[src/rtl/pattern_divider.sv]
// pattern_divider: sequential restoring divider.
// Divides a 2*dw-bit dividend by a dw-bit divisor and produces one quotient
// bit per cycle, MSB first. The result is flagged when the quotient equals
// the compile-time constant `pattern`. The block accepts one operation at a
// time and uses valid/ready on both the input and the output side.
module pattern_divider #(
  parameter int unsigned     dw      = 8,
  parameter logic [dw-1:0]   pattern = 8'd18
) (
  input  logic              clk,
  input  logic              rst,
  input  logic              in_valid,
  output logic              in_ready,
  input  logic [2*dw-1:0]   dividend,
  input  logic [dw-1:0]     divisor,
  output logic              out_valid,
  input  logic              out_ready,
  output logic [dw-1:0]     quotient,
  output logic [dw-1:0]     remainder,
  output logic              overflow,
  output logic              pattern_detected
);

  localparam int unsigned CW = $clog2(dw + 1);

  typedef enum logic [1:0] {
    IDLE = 2'd0,
    RUN  = 2'd1,
    DONE = 2'd2
  } state_t;

  state_t          state_r, state_s;
  logic [dw-1:0]   divisor_r, divisor_s;
  logic [dw-1:0]   low_r, low_s;        // dividend low half, consumed MSB first
  logic [dw-1:0]   rem_r, rem_s;        // partial remainder, always < divisor
  logic [dw-1:0]   quo_r, quo_s;        // quotient shift register
  logic [CW-1:0]   cnt_r, cnt_s;
  logic            ovf_pend_r, ovf_pend_s;
  logic            in_ready_r;
  logic            out_valid_r;
  logic [dw-1:0]   quotient_r, quotient_s;
  logic [dw-1:0]   remainder_r, remainder_s;
  logic            overflow_r, overflow_s;
  logic            pattern_detected_r, pattern_detected_s;

  // One restoring step: the shifted remainder needs dw+1 bits so the compare
  // is correct when the divisor has its MSB set.
  logic [dw:0]     shift_s;
  logic [dw:0]     step_rem_s;
  logic            ge_s;
  logic [dw-1:0]   step_quo_s;

  // Datapath for a single quotient bit.
  always_comb begin
    shift_s    = {rem_r, low_r[dw-1]};
    ge_s       = (shift_s >= {1'b0, divisor_r});
    step_rem_s = ge_s ? (shift_s - {1'b0, divisor_r}) : shift_s;
    step_quo_s = dw'({quo_r, ge_s});
  end

  // Next-state and next-output logic for the IDLE/RUN/DONE controller.
  always_comb begin
    state_s            = state_r;
    divisor_s          = divisor_r;
    low_s              = low_r;
    rem_s              = rem_r;
    quo_s              = quo_r;
    cnt_s              = cnt_r;
    ovf_pend_s         = ovf_pend_r;
    quotient_s         = quotient_r;
    remainder_s        = remainder_r;
    overflow_s         = overflow_r;
    pattern_detected_s = pattern_detected_r;
    case (state_r)
      IDLE: begin
        if (in_valid) begin
          divisor_s  = divisor;
          low_s      = dividend[dw-1:0];
          rem_s      = dividend[2*dw-1:dw];
          quo_s      = {dw{1'b0}};
          cnt_s      = CW'(dw);
          // The overflow decision is taken here but resolved on the next
          // edge, so an overflow result appears one edge after acceptance.
          ovf_pend_s = (divisor == {dw{1'b0}}) ||
                       (dividend[2*dw-1:dw] >= divisor);
          state_s    = RUN;
        end else begin
          state_s = IDLE;
        end
      end
      RUN: begin
        if (ovf_pend_r) begin
          ovf_pend_s         = 1'b0;
          quotient_s         = {dw{1'b1}};
          remainder_s        = {dw{1'b0}};
          overflow_s         = 1'b1;
          pattern_detected_s = 1'b0;
          state_s            = DONE;
        end else begin
          rem_s = dw'(step_rem_s);
          quo_s = step_quo_s;
          low_s = dw'({low_r, 1'b0});
          cnt_s = cnt_r - CW'(1);
          if (cnt_r == CW'(1)) begin
            quotient_s         = step_quo_s;
            remainder_s        = dw'(step_rem_s);
            overflow_s         = 1'b0;
            pattern_detected_s = (step_quo_s == pattern);
            state_s            = DONE;
          end else begin
            state_s = RUN;
          end
        end
      end
      DONE: begin
        if (out_ready) begin
          state_s = IDLE;
        end else begin
          state_s = DONE;
        end
      end
      default: begin
        state_s = IDLE;
      end
    endcase
  end

  // State, datapath and output registers; rst abandons any operation.
  always_ff @(posedge clk) begin
    if (rst) begin
      state_r            <= IDLE;
      divisor_r          <= {dw{1'b0}};
      low_r              <= {dw{1'b0}};
      rem_r              <= {dw{1'b0}};
      quo_r              <= {dw{1'b0}};
      cnt_r              <= {CW{1'b0}};
      ovf_pend_r         <= 1'b0;
      in_ready_r         <= 1'b1;
      out_valid_r        <= 1'b0;
      quotient_r         <= {dw{1'b0}};
      remainder_r        <= {dw{1'b0}};
      overflow_r         <= 1'b0;
      pattern_detected_r <= 1'b0;
    end else begin
      state_r            <= state_s;
      divisor_r          <= divisor_s;
      low_r              <= low_s;
      rem_r              <= rem_s;
      quo_r              <= quo_s;
      cnt_r              <= cnt_s;
      ovf_pend_r         <= ovf_pend_s;
      in_ready_r         <= (state_s == IDLE);
      out_valid_r        <= (state_s == DONE);
      quotient_r         <= quotient_s;
      remainder_r        <= remainder_s;
      overflow_r         <= overflow_s;
      pattern_detected_r <= pattern_detected_s;
    end
  end

  assign in_ready         = in_ready_r;
  assign out_valid        = out_valid_r;
  assign quotient         = quotient_r;
  assign remainder        = remainder_r;
  assign overflow         = overflow_r;
  assign pattern_detected = pattern_detected_r;

endmodule

[config.mk]
export PLATFORM = sky130hd
export DESIGN_NAME = pattern_divider
export DESIGN_NICKNAME = d
export VERILOG_FILES = /design/src/rtl/pattern_divider.sv
export SDC_FILE = /design/constraint.sdc
export NUM_CORES = 1
export LEC_CHECK = 0
export BUFFER_PORTS_ARGS = -buffer_cell sky130_fd_sc_hd__buf_4
export CAP_MARGIN = 5
export CORE_MARGIN = 10
export CORE_UTILIZATION = 58
export CTS_BUF_LIST = sky130_fd_sc_hd__clkbuf_2 sky130_fd_sc_hd__clkbuf_4 sky130_fd_sc_hd__clkbuf_8
export CTS_CLUSTER_SIZE = 20
export DETAILED_ROUTE_END_ITERATION = 12
export PLACE_DENSITY = 0.82
export SETUP_SLACK_MARGIN = 0.15
export SLEW_MARGIN = 20
export SYNTH_ARGS = -nofsm -noshare
export SYNTH_HDL_FRONTEND = slang
export SYNTH_SLANG_ARGS = --single-unit
[constraint.sdc]
create_clock -name clk -period 2.65 [get_ports clk]
set_input_delay 0.3975 -clock clk [delete_from_list [all_inputs] [get_ports clk]]
set_output_delay 0.3975 -clock clk [all_outputs]
set_load 0.01 [all_outputs]
### After elaboration in Yosys (flattened, before gate mapping)

Index checks and enable logic that the tools add are counted.

* register bits: 58
* bits in latches: 0
* memory bits (writable): 0
* bits in read-only memories: 0
* input bits: 28
* output and inout bits: 20
* logic and storage cells: 62
* memories kept: 0

* add/subtract/negate cells: 2
* multiply operators: 0
* divide/modulo/power cells: 0
* $lt $le $gt $ge: 2
* equal/unequal tests: 7
* shift operators: 0
* muxes and demuxes: 28
* bitwise gates (word level): 0
* reductions and logical operators: 10

Operators by type and width (number)
* 8-bit 2-to-1 mux: 9
* 8-bit one-hot mux with 2 select lines: 2
* 7-bit 2-to-1 mux: 2
* 7-bit one-hot mux with 2 select lines: 1
* 9-bit by 8-bit >= comparator with 1-bit output: 1
* 8-bit by 5-bit equality test with 1-bit output, second input constant: 1
* 8-bit >= comparator: 1
* 8-bit logical NOT: 1
* 4-bit 2-to-1 mux: 2
* 4-bit one-hot mux with 2 select lines: 1
* 8-bit subtractor: 1
* 1-bit 2-to-1 mux: 6
* 2-bit 2-to-1 mux: 3
* 2-bit one-hot mux with 3 select lines: 1
* 2-bit AND reduction: 3
* 2-bit equality test, second input constant: 2
* 4-bit by 1-bit equality test with 1-bit output, second input constant: 1
* 2-bit logical NOT: 2
* 2-bit inequality test, second input constant: 2
* 2-bit nonzero test: 2
* 4-bit by 1-bit subtractor with 4-bit output, second input constant: 1
* 3-bit AND reduction: 1
* 2-bit by 1-bit equality test with 1-bit output, second input constant: 1
* 1-bit one-hot mux with 2 select lines: 1
* 1-bit logical OR: 1

### Depth between registers and ports, before layout

* word-level depth: 5
* depth in mapped cells: 10
* mapped depth without buffers: 10

### Worst setup path before layout

Ideal clock, no wire load.

* kind: register to register
* from: register divisor_r[3]
* to: register rem_r[7]
* library setup time: 0.132 ns
* arrival time: 1.810 ns
* required time: 2.518 ns
* setup slack: 0.708 ns
* cell stages (with the launch flop): 9
* path buffers: 0
* period minus slack after synthesis: 1.942 ns
* cells stage by stage: dfxtp_1 inv_1 ha_1 a21o_1 a21oi_4 a21boi_0 mux2_1 o31ai_1 a21oi_1

* word-level cells in the longest chain between the ends: 4
* elaborated cells on any way between the ends: 5
* those cells by class: add/sub: 1; order compare: 1; mux: 3

Ends and longest elaborated chain
* start: declaration: RTL line 33 `logic [dw-1:0] divisor_r, divisor_s;`
* start signal: assignment: RTL line 132 `divisor_r <= {dw{1'b0}};`
* start signal: assignment: RTL line 146 `divisor_r <= divisor_s;`
* 8-bit subtractor / 9-bit by 8-bit >= comparator with 1-bit output (equally long branches): RTL line 57, 56
* 8-bit 2-to-1 mux *: RTL line 57 `step_rem_s = ge_s ? (shift_s - {1'b0, divisor_r}) : shift_s;`
* 8-bit 2-to-1 mux *: RTL line 92 `if (ovf_pend_r) begin`
* 8-bit one-hot mux with 2 select lines *: RTL line 74 `case (state_r)`
* end signal: assignment: RTL line 134 `rem_r <= {dw{1'b0}};`
* end signal: assignment: RTL line 148 `rem_r <= rem_s;`
* end: declaration: RTL line 35 `logic [dw-1:0] rem_r, rem_s;`

Every way passes the cells marked *; elsewhere a longest branch is shown, timed or not. The select of a mux whose other input is x is not followed.
A chain may end at the register's enable or synchronous reset.

### Worst setup path after layout

* from: register divisor_r[1]
* to: register remainder_r[7], in the netlist remainder[7]

* word-level cells in the longest chain between the ends: 4
* elaborated cells on any way between the ends: 5
* those cells by class: add/sub: 1; order compare: 1; mux: 3

Ends and longest elaborated chain
* 8-bit subtractor / 9-bit by 8-bit >= comparator with 1-bit output (equally long branches): RTL line 57, 56
* 8-bit 2-to-1 mux *: RTL line 57
* 8-bit 2-to-1 mux *: RTL line 104 `if (cnt_r == CW'(1)) begin`
* 8-bit 2-to-1 mux *: RTL line 92
* end signal: assignment: RTL line 141 `remainder_r <= {dw{1'b0}};`
* end signal: assignment: RTL line 155 `remainder_r <= remainder_s;`
* end: declaration: RTL line 42 `logic [dw-1:0] remainder_r, remainder_s;`

Marked as above.

==> reports/summary.txt <==
LOGIC SYNTHESIS
-------------------------------------------------------------------------------
Adder-cell area share of the yosys netlist .......................        8.46%
Gate count of the mapped netlist .................................          349
Top cells by area in the synthesized netlist ..................... sky130_fd_sc_hd__dfxtp_1 (40%), sky130_fd_sc_hd__ha_1 (7.8%), sky130_fd_sc_hd__nand2_1 (5.8%), sky130_fd_sc_hd__nor2_1 (5.7%), sky130_fd_sc_hd__a21oi_1 (5.2%)
Multiplexer share of the synthesized area ........................        2.46%
Combinational family with the most area after synthesis .......... simple AND/OR/NAND/NOR gates
Sequential cell area fraction in the yosys report ................        40.0%
Cell type contributing the most total cell area after synthesis .. sky130_fd_sc_hd__dfxtp_1
Synthesized cell area ............................................    2900 um^2
Post-Synth XOR/XNOR Area .........................................        2.11%
Post-Synth Simple-Gate Area ......................................        21.5%
Compound-cell area share of the yosys netlist ....................        20.1%
Syn avg cell area ................................................    8.31 um^2
Post-synthesis sequential element count ..........................           58
YS warnings ......................................................            0
Synth unique cells ...............................................           53
Share of Yosys cell area claimed by the top area cell type .......        40.0%
Syn_nets .........................................................          396

STA
-------------------------------------------------------------------------------
Relative slew slack ..............................................        43.5%
Aggregate negative setup slack ...................................         0 ns
Setup clock skew after layout ....................................   0.00591 ns
Worst Max-Slew Pin Slew ..........................................     0.847 ns
Total of endpoints with negative setup slack in the final report .            0
Maximum clock frequency ..........................................      458 MHz
Final hold violation count .......................................            0
Shortest clock period the worst path allows after layout .........      2.18 ns
Final Max Tran Viols .............................................            0
Setup repair after global routing missed its margin ..............           no
Period utilisation layout ........................................        82.4%

POWER AND IR DROP
-------------------------------------------------------------------------------
Maximum VDD drop .................................................     0.451 mV
Power per cell area ..............................................  778 nW/um^2
Final Total Pwr ..................................................      2.73 mW
Static leakage power .............................................      1.50 nW

CLOCKING
-------------------------------------------------------------------------------
Number of CTS-inserted buffers ...................................            9
Total of hold buffers inserted after clock tree synthesis ........            0
Setup Fix Bufs, Post-CTS .........................................            0
Number of clock sinks ............................................           58
TritonCTS clock tree .............................................          yes
Root Driver ...................................................... sky130_fd_sc_hd__clkbuf_8
Maximum level of the CTS H-tree ..................................            3
Number of instances resized during post-cts repair ...............            0
Bufs on Longest Clock Path .......................................            2
Clock network latency to the later pin of the worst-skew pair ....      0.33 ns
Clock slew at reported path FFs ..................................      0.07 ns

FLOORPLANNING
-------------------------------------------------------------------------------
Height of the chip ...............................................      90.7 um
I/O Pins .........................................................           48
Placement Rows ...................................................           25
Initial cell density of the core .................................        60.6%
Floorplan die area ...............................................    8230 um^2
Die Width ........................................................      90.7 um
Placeable core region ............................................    4790 um^2

LAYOUT
-------------------------------------------------------------------------------
Area grow syn2layout .............................................        21.3%
Share of cells above drive strength 1 ............................        20.1%
Non-Filler Instances .............................................          466
Antenna diode instance count .....................................            0
Number of inserted filler cells in the final layout ..............          384
Number of nets in the finished design ............................          441

DETAILED ROUTING
-------------------------------------------------------------------------------
Drt total wl .....................................................      7.06 mm
Drt first-iter violations ........................................          271
Routed Antenna Nets ..............................................            0
DRC violations left ..............................................            0
WL per Instance ..................................................      15.2 um
Total number of vias .............................................         2615
Post-DR vias/cell ................................................         5.61
First-pass detailed-route iteration total ........................            4

SETUP PATH
-------------------------------------------------------------------------------
Worst path required time .........................................      2.87 ns
Type of element capturing the critical path ......................     register
Startpoint type of the worst setup path ..........................     register
Max Fanout on Critical Path ......................................            3
Arr. time, crit path .............................................      2.40 ns
Classification of the worst setup path ...........................   reg -> reg

GRT
-------------------------------------------------------------------------------
Gr usage total ...................................................        17.4%
Initial antenna violation count ..................................            0
First-pass GRT wire length .......................................      12.0 mm
Pin count of the biggest net entering global routing .............           53
Overflow left after global routing ...............................            0
Via count of the first global-routing pass .......................         2578

PLACEMENT
-------------------------------------------------------------------------------
DP Wirelength ....................................................      5.20 mm
Gp weighted congestion ...........................................        0.910
Cells after DPL ..................................................          450
Number of buffer cells added on primary ports ....................           47

RUN
-------------------------------------------------------------------------------
Total of max-cap violations ......................................            0

RUN STATUS
-------------------------------------------------------------------------------
Run status .......................................................    completed

MIN PATH
-------------------------------------------------------------------------------
Min-delay worst type .............................................    in -> reg

-- cell usage after synthesis (all sizes together) --
| master | number |
|---|---|
| o21a | 1 |
| xnor2 | 4 |
| mux2 | 1 |
| o31ai | 2 |
| fa | 1 |
| a221oi | 1 |
| xor2 | 3 |
| a21oi | 31 |
| dfxtp | 58 |
| nand4 | 1 |
| a311oi | 7 |
| nor3b | 2 |
| a22oi | 9 |
| o22ai | 5 |
| o21bai | 1 |
| a21boi | 1 |
| and3 | 5 |
| buf | 5 |
| nor4bb | 1 |
| nor3 | 13 |
| clkbuf | 12 |
| nand3 | 3 |
| o21ai | 16 |
| o31a | 2 |
| mux2i | 6 |
| nand2b | 4 |
| a31oi | 1 |
| ha | 18 |
| nor2b | 4 |
| a2bb2oi | 1 |
| inv | 21 |
| nand3b | 1 |
| and2 | 1 |
| a211oi | 5 |
| nor4 | 3 |
| a21o | 3 |
| nor2 | 48 |
| nand2 | 45 |
| or3 | 3 |
-- worst paths after layout --
path / from / to / slack [ns] / cells past startpoint
setup / recovery: divisor_r[1] / remainder[7] / 0.47 / 8
hold / removal: dividend[0] / low_r[0] / 0.31 / 3
setup reg to reg: divisor_r[1] / remainder[7] / 0.47 / 8
hold reg to reg: remainder[2] / remainder[2] / 0.45 / 2
-- logic make-up after synthesis --
| logic type | after synthesis |
|---|---|
| mux | 7 |
| buf+inv | 38 |
| flops | 58 |
| fa+ha+maj | 19 |
| xor+xnor | 7 |
| simple gates | 134 |
| compound gates | 86 |
-- cells in the final DEF, fill, tap and decap left out, drive strengths merged, types with 2 or more instances in the layout --
master  instances
clkbuf         10
clkinv          3
nand2b          4
nand2          45
bufinv          2
o22ai           5
inv            21
a22oi           9
nor2b           4
xor2            3
or3             3
a21o            3
o21ai          16
and3            5
o31ai           2
mux2i           6
nor4            3
xnor2           4
buf            51
nor3           13
o31a            2
a21oi          31
nand3           3
nor2           48
dfxtp          58
nor3b           2
ha             18
a311oi          7
a211oi          5
-- where the power goes --
part | leakage, nW | total, mW | switching, mW | internal (mW)
Clock | 0.112 | 0.914 | 0.359 | 0.556
Sequential | 0.474 | 1.01 | 0.0609 | 0.947
Combinational | 0.911 | 0.813 | 0.467 | 0.345
Total | 1.50 | 2.73 | 0.887 | 1.85
-- flip-flops by register name (all words and copies together) (netlist names) --
register,count
quotient,8
pattern_detected,1
rem_r,8
in_ready,1
ovf_pend_r,1
cnt_r,4
divisor_r,8
remainder,8
state_r,2
quo_r,7
overflow,1
out_valid,1
low_r,8
-- stage by stage --
stage	setup WS [ns]	cell area, um^2	util, %	hold WS (ns)
finish	0.468	3520	73.5	0.313
global route	0.305	3520	73.5	0.330
CTS	0.485	3520	73.5	0.309
detailed placement	0.496	3290	68.7	0.442
global placement	0.545	3290	68.7	0.440
floorplan	0.708	2900	-	0.436
-- critical path, stage by stage (launching register included) --
cell and delay (ns):
sky130_fd_sc_hd__dfxtp_1 0.33, sky130_fd_sc_hd__inv_1 0.08, sky130_fd_sc_hd__ha_1 0.33, sky130_fd_sc_hd__nor2b_1 0.27
sky130_fd_sc_hd__o21ai_2 0.12, sky130_fd_sc_hd__a21boi_0 0.22, sky130_fd_sc_hd__mux2_1 0.37, sky130_fd_sc_hd__nor3_1 0.25
sky130_fd_sc_hd__o31ai_1 0.10
-- routing by layer --
metal  vias up  global-route usage [%]  wire length (um)
li1       1308                       -                 -
met1      1202                    21.9              3230
met2        91                    26.0              3030
met3        14                    5.49               659
met4         0                    9.15               140
met5         -                       0                 0
-- final cells by class --
type	count	area (um^2)	area share, %
Multi-Input combinational cell	253	1580	45.0
Sequential cell	58	1160	33.0
Timing Repair Buffer	51	383	10.9
Inverter	21	78.8	2.24
Tap cell	67	83.8	2.38
Clock inverter	6	90.1	2.56
Clock buffer	10	138	3.91
No activity file was read; power rests on OpenSTA's default activity.
